===== config.mk =====
export PLATFORM = sky130hd
export DESIGN_NAME = psg_env_mc
export DESIGN_NICKNAME = d
export VERILOG_FILES = /design/src/rtl/psg_env_mc.sv
export SDC_FILE = /design/constraint.sdc
export NUM_CORES = 1
export LEC_CHECK = 0
export CORE_MARGIN = 2
export CORE_UTILIZATION = 30
export DETAILED_ROUTE_END_ITERATION = 7
export SLEW_MARGIN = 20
export SYNTH_ARGS = -nofsm -noshare
export SYNTH_HDL_FRONTEND = slang
export SYNTH_SLANG_ARGS = --single-unit

===== constraint.sdc =====
create_clock -name clk_i -period 10 [get_ports clk_i]
set_clock_uncertainty 0.05 [all_clocks]
set_input_delay 2.5 -clock clk_i [delete_from_list [all_inputs] [get_ports clk_i]]
set_output_delay 2.5 -clock clk_i [all_outputs]
set_load 0.02 [all_outputs]

===== src/rtl/psg_env_mc.sv =====
// Time-multiplexed NCH-channel ADSR envelope generator; one channel is updated per tick_i.
// Define PSG_ENV_EXP_EN for exponential decay/release steps ((level>>3)+1); default is linear.
module psg_env_mc #(
    parameter int NCH = 4,
    parameter int EW  = 8
) (
    input  logic           clk_i,
    input  logic           rst_ni,
    input  logic           tick_i,
    input  logic [NCH-1:0] gate_i,
    input  logic           cfg_we_i,
    input  logic [3:0]     cfg_ch_i,
    input  logic [15:0]    cfg_dat_i,
    output logic [EW-1:0]  env_o,
    output logic [3:0]     env_ch_o,
    output logic           env_vld_o,
    output logic [NCH-1:0] busy_o
);

    typedef enum logic [2:0] {
        ST_IDLE,
        ST_ATTACK,
        ST_DECAY,
        ST_SUSTAIN,
        ST_RELEASE
    } state_e;

    localparam logic [EW-1:0] LVL_MAX = '1;

    state_e        state_q [NCH];
    state_e        state_d [NCH];
    logic [EW-1:0] level_q [NCH];
    logic [EW-1:0] level_d [NCH];
    logic [14:0]   dcnt_q  [NCH];
    logic [14:0]   dcnt_d  [NCH];
    logic [15:0]   cfg_q   [NCH];
    logic [15:0]   cfg_d   [NCH];
    logic [NCH-1:0] gq_q, gq_d;

    logic [3:0]    slot_q, slot_d;
    logic [EW-1:0] env_q, env_d;
    logic [3:0]    env_ch_q, env_ch_d;
    logic          env_vld_q, env_vld_d;

    // Serviced-channel view
    state_e        cur_state;
    logic [EW-1:0] cur_level;
    logic [14:0]   cur_dcnt;
    logic [15:0]   cur_cfg;
    logic          cur_gq;
    logic          cur_gate;

    state_e        svc_state;
    logic [EW-1:0] svc_level;
    logic [14:0]   svc_dcnt;

    logic [3:0]    rate;
    logic [14:0]   rate_lim;
    logic          step_now;
    logic [15:0]   sus_rep;
    logic [EW-1:0] sus_lvl;
    logic [EW-1:0] step_sz;
    logic [EW:0]   dec_ext;
    logic [EW-1:0] lvl_inc;

    always_comb begin
        cur_state = ST_IDLE;
        cur_level = '0;
        cur_dcnt  = '0;
        cur_cfg   = '0;
        cur_gq    = 1'b0;
        cur_gate  = 1'b0;
        for (int i = 0; i < NCH; i++) begin
            if (slot_q == 4'(i)) begin
                cur_state = state_q[i];
                cur_level = level_q[i];
                cur_dcnt  = dcnt_q[i];
                cur_cfg   = cfg_q[i];
                cur_gq    = gq_q[i];
                cur_gate  = gate_i[i];
            end
        end
    end

    // Sustain nibble replicated to 16 bits, then truncated to the top EW bits.
    assign sus_rep = {4{cur_cfg[15:12]}};
    assign sus_lvl = sus_rep[15 -: EW];

`ifdef PSG_ENV_EXP_EN
    assign step_sz = (cur_level >> 3) + EW'(1);
`else
    assign step_sz = EW'(1);
`endif

    assign dec_ext  = {1'b0, cur_level} - {1'b0, step_sz};
    assign lvl_inc  = (cur_level == LVL_MAX) ? LVL_MAX : cur_level + EW'(1);
    assign rate_lim = (15'd1 << rate) - 15'd1;
    assign step_now = (cur_dcnt == rate_lim);

    always_comb begin
        rate = 4'd0;
        case (cur_state)
            ST_ATTACK:  rate = cur_cfg[7:4];
            ST_DECAY:   rate = cur_cfg[3:0];
            ST_RELEASE: rate = cur_cfg[11:8];
            default:    rate = 4'd0;
        endcase
    end

    // Gate edges override the step rule for the visit in which they are seen.
    always_comb begin
        svc_state = cur_state;
        svc_level = cur_level;
        svc_dcnt  = cur_dcnt;
        if (cur_gate && !cur_gq) begin
            svc_state = ST_ATTACK;
            svc_dcnt  = '0;
        end else if (!cur_gate && cur_gq && cur_state != ST_IDLE) begin
            svc_state = ST_RELEASE;
            svc_dcnt  = '0;
        end else begin
            case (cur_state)
                ST_IDLE: begin
                    svc_level = '0;
                    svc_dcnt  = '0;
                end
                ST_SUSTAIN: begin
                    svc_level = sus_lvl;
                end
                ST_ATTACK: begin
                    if (step_now) begin
                        svc_dcnt  = '0;
                        svc_level = lvl_inc;
                        if (lvl_inc == LVL_MAX) begin
                            svc_state = ST_DECAY;
                        end
                    end else begin
                        svc_dcnt = cur_dcnt + 15'd1;
                    end
                end
                ST_DECAY: begin
                    if (step_now) begin
                        svc_dcnt = '0;
                        if (dec_ext[EW] || dec_ext[EW-1:0] <= sus_lvl) begin
                            svc_level = sus_lvl;
                            svc_state = ST_SUSTAIN;
                        end else begin
                            svc_level = dec_ext[EW-1:0];
                        end
                    end else begin
                        svc_dcnt = cur_dcnt + 15'd1;
                    end
                end
                ST_RELEASE: begin
                    if (step_now) begin
                        svc_dcnt = '0;
                        if (cur_level <= step_sz) begin
                            svc_level = '0;
                            svc_state = ST_IDLE;
                        end else begin
                            svc_level = cur_level - step_sz;
                        end
                    end else begin
                        svc_dcnt = cur_dcnt + 15'd1;
                    end
                end
                default: begin
                    svc_state = ST_IDLE;
                    svc_level = '0;
                    svc_dcnt  = '0;
                end
            endcase
        end
    end

    // Config writes land in cfg_q at the same edge as a visit, so that visit still sees the old word.
    always_comb begin
        for (int i = 0; i < NCH; i++) begin
            state_d[i] = state_q[i];
            level_d[i] = level_q[i];
            dcnt_d[i]  = dcnt_q[i];
            cfg_d[i]   = cfg_q[i];
            gq_d[i]    = gq_q[i];
            if (cfg_we_i && cfg_ch_i == 4'(i)) begin
                cfg_d[i] = cfg_dat_i;
            end
            if (tick_i && slot_q == 4'(i)) begin
                state_d[i] = svc_state;
                level_d[i] = svc_level;
                dcnt_d[i]  = svc_dcnt;
                gq_d[i]    = cur_gate;
            end
        end
    end

    always_comb begin
        slot_d    = slot_q;
        env_d     = env_q;
        env_ch_d  = env_ch_q;
        env_vld_d = tick_i;
        if (tick_i) begin
            env_d    = svc_level;
            env_ch_d = slot_q;
            slot_d   = (slot_q == 4'(NCH - 1)) ? 4'd0 : slot_q + 4'd1;
        end
    end

    always_ff @(posedge clk_i or negedge rst_ni) begin
        if (!rst_ni) begin
            slot_q    <= '0;
            env_q     <= '0;
            env_ch_q  <= '0;
            env_vld_q <= 1'b0;
            gq_q      <= '0;
            for (int i = 0; i < NCH; i++) begin
                state_q[i] <= ST_IDLE;
                level_q[i] <= '0;
                dcnt_q[i]  <= '0;
                cfg_q[i]   <= '0;
            end
        end else begin
            slot_q    <= slot_d;
            env_q     <= env_d;
            env_ch_q  <= env_ch_d;
            env_vld_q <= env_vld_d;
            gq_q      <= gq_d;
            state_q   <= state_d;
            level_q   <= level_d;
            dcnt_q    <= dcnt_d;
            cfg_q     <= cfg_d;
        end
    end

    for (genvar gi = 0; gi < NCH; gi++) begin : g_busy
        assign busy_o[gi] = (state_q[gi] != ST_IDLE);
    end

    assign env_o     = env_q;
    assign env_ch_o  = env_ch_q;
    assign env_vld_o = env_vld_q;

endmodule


==> flow_summary.json <==
{
  "status": "complete, no violations",
  "first_iter_violations": 1048,
  "post_cts_buffers": 0,
  "cp_max_fo": 38,
  "clk_latency_ns": 0.44,
  "fin_ws_ns": 2.84,
  "hold_end": "level_q[23]",
  "min_period_ns": 7.16,
  "rsz0062_at_grt": "false",
  "ant_nets": 0,
  "r2r_slack_ns": 2.84,
  "holdPathStages": 2,
  "synth_top_area_cell": "dfrtp_1",
  "track_usage": 0.179,
  "die_y_um": 197,
  "area_growth_pct": 12.7,
  "ys_ff_latch": 189,
  "setup_tns_ns": 0,
  "numCtsBuffers": 17,
  "setup_viol": 0,
  "synth_edf_count": 0,
  "clock-root-buffer": "clkbuf_16",
  "nets": 1304,
  "h-tree-depth": 4,
  "yosysSeqAreaShare": 0.421,
  "dp_hpwl_mm": 23.4,
  "wl_mm": 33.9,
  "yosysWarningCount": 0,
  "power_leakage_nw": 5.19,
  "start_util": 0.306,
  "dieArea_um2": 39000,
  "ys_types": 89,
  "numClockSinks": 189,
  "avgSynthCellArea_um2": 8.93,
  "r2r-end": "level_q[0]",
  "clk_pin_slew_ns": 0.07,
  "fin_crit_sh": 0.716,
  "p_per_area_nw_per_um2": 371,
  "min_from": "level_q[23]",
  "syn_inst": 1257,
  "cp.required_ns": 10.23,
  "grt_pass1_vias": 9195,
  "synthTopCellsByArea": "dfrtp_1 (42%), mux2_2 (7.7%), nand2_1 (7.7%)",
  "dr.max_layer_used": "met4",
  "routedWlPerCell_um": 19.5,
  "viasPerCell": 5.54,
  "wl_met1_mm": 16.9,
  "rows": 70,
  "reg2reg_from": "slot_q[0]",
  "netlist_area_um2": 11200,
  "io_buffers": 44,
  "drc": 0,
  "postSynth.asyncResetShare": 1.00,
  "hold_viol": 0,
  "postCtsHoldBufs": 0,
  "die_w_um": 197,
  "cts_tree": "yes",
  "utilization": 0.345,
  "antenna_found_initial": 0,
  "drive_above_1_share": 0.134,
  "grt_start_max_net_pins": 119,
  "ff2ff_path_depth": 20,
  "total_power_mw": 4.69,
  "place_area_um2": 12100,
  "worst_slew_pin_slew_ns": 1.08,
  "io_pins": 45,
  "fmax_mhz": 140,
  "arrival_ns": 7.39,
  "slew_headroom": 0.275,
  "ctsResizeCount": 0,
  "antenna_cells": 0,
  "num_vias": 9634,
  "grt_pass1_wl_mm": 54.4,
  "clockBufferDepth": 2,
  "wl_met2_mm": 14.9,
  "path_class": "reg2reg",
  "place.gp.congestion": 0.970,
  "finalMaxSlewViolations": 0,
  "routed-wl-met3_mm": 1.54,
  "ir_drop_uv": 180,
  "start_kind": "register",
  "hold_class": "reg2reg",
  "syn_nets": 1302,
  "drt-pass1-iter-count": 7,
  "dp_worst_setup_slack_ns": 2.96,
  "synth_flop_cell": "dfrtp_1",
  "overflow": 0,
  "max_cap_violations": 0,
  "placeableCoreArea_um2": 36700,
  "fin_area_um2": 12600,
  "cp-end-kind": "register",
  "yosysTopAreaCellShare": 0.421
}
## Yosys cell counts (3+ instances only)
| cell | count |
|---|---|
| o22ai_1 | 6 |
| nand4_1 | 12 |
| a311o_1 | 6 |
| xor2_1 | 5 |
| nand3b_1 | 24 |
| a21boi_0 | 5 |
| a22oi_1 | 6 |
| a21oi_1 | 57 |
| a21o_1 | 17 |
| buf_1 | 3 |
| buf_2 | 19 |
| nor3_1 | 21 |
| xnor2_1 | 12 |
| o211ai_1 | 25 |
| a31oi_1 | 10 |
| nor2_1 | 63 |
| nand2_1 | 229 |
| nor4_1 | 6 |
| o21ai_0 | 142 |
| ha_1 | 17 |
| a32oi_1 | 3 |
| a221o_1 | 5 |
| a221oi_1 | 6 |
| mux2i_1 | 8 |
| o21a_1 | 5 |
| clkbuf_1 | 52 |
| and2_1 | 11 |
| a211oi_1 | 8 |
| o31ai_1 | 21 |
| o2111ai_1 | 3 |
| nand3_1 | 34 |
| nand2b_1 | 4 |
| a211o_1 | 3 |
| or3_1 | 5 |
| nor3b_1 | 8 |
| and3_1 | 11 |
| dfrtp_1 | 189 |
| a311oi_1 | 9 |
| inv_1 | 19 |
| nor2b_1 | 17 |
| mux2_2 | 77 |
| buf_4 | 6 |
| o21ai_1 | 10 |
## logic make-up after synthesis
family	synth area share
mux	0.0844
buf+inv	0.0389
compound gates	0.222
xor+xnor	0.0133
flops	0.421
fa+ha+maj	0.0190
simple gates	0.201
## worst max path at each step
stage | from | end | cells past startpoint | slack (ns)
3_5_place_dp | slot_q[0] | level_q[0] | 20 | 2.96
5_1_grt | slot_q[0] | level_q[0] | 20 | 2.19
4_1_cts | slot_q[0] | level_q[0] | 20 | 2.92
6_report | slot_q[0] | level_q[0] | 20 | 2.84
3_3_place_gp | slot_q[0] | level_q[0] | 20 | 3.11
2_1_floorplan | slot_q[1] | level_q[17] | 25 | 4.91
## per-stage QoR
| stage | cells | hold slack (ns) |
|---|---|---|
| after global placement | 1708 | 0.405 |
| after global routing | 1740 | 0.449 |
| after detailed placement | 1708 | 0.413 |
| after floorplan | 1257 | 0.392 |
| after CTS | 1740 | 0.431 |
| final | 1740 | 0.430 |
## placed cells by master (no fill, tap or decap), drive strengths merged, types with 11 or more instances in the layout
master,Yosys,routed
ha,17,17
nand3,34,34
buf,29,20
nand2,230,230
nor3,22,22
and2,12,12
nand4,13,13
and3,11,11
mux2,77,77
clkdlybuf4s50,0,43
nor2,66,66
nand3b,24,24
o211ai,25,25
o21ai,155,155
xnor2,12,12
dfrtp,189,189
inv,20,28
clkbuf,52,19
a21o,17,17
nor2b,17,17
a21oi,57,57
a311oi,12,12
o31ai,22,22
## registers in the layout, indices dropped and copies added, names as in the netlist
name and flops:
dcnt_q 60, cfg_q 64, level_q 32, gq_q 4
state_q 12, slot_q 4, env_vld_o 1, env_ch_o 4
env_o 8
## critical path, stage by stage, from the launching register on
cell and delay (ns):
dfrtp_1 0.43, inv_1 0.14, ha_2 0.41, buf_4 0.51, nor3b_2 0.30, a311o_1 0.54
nand4_2 0.40, o22ai_1 0.51, nor4_4 0.13, nand2_1 0.10, ha_1 0.47, inv_1 0.23
xnor2_1 0.19, and3_1 0.20, a211oi_1 0.20, o2111ai_1 0.21, or4_4 0.62, o21ai_4 0.44
nand4_1 0.15, a32oi_1 0.57, o21ai_1 0.17
## final cells by class
cell class                      instances  area, um^2
Clock inverter                         14         126
Clock buffer                           18         429
Multi-Input combinational cell        966        6100
Tap cell                              468         586
Timing Repair Buffer                   64         594
Sequential cell                       189        4730
Fill cell                            3806       24100
Inverter                               21        78.8
## report_power, final
part / internal (mW) / switching (mW) / leakage [nW]
Sequential: 0.980 / 0.121 / 2.47
Clock: 0.329 / 0.326 / 0.273
Combinational: 0.985 / 1.95 / 2.44
Total: 2.29 / 2.40 / 5.19
## layer usage
metal,GRT usage,vias up
met3,0.0292,35
met1,0.263,4789
li1,-,4575
met5,0,-
met2,0.273,235
met4,0.0437,0
Note: power is estimated with default switching activity, not from simulation.
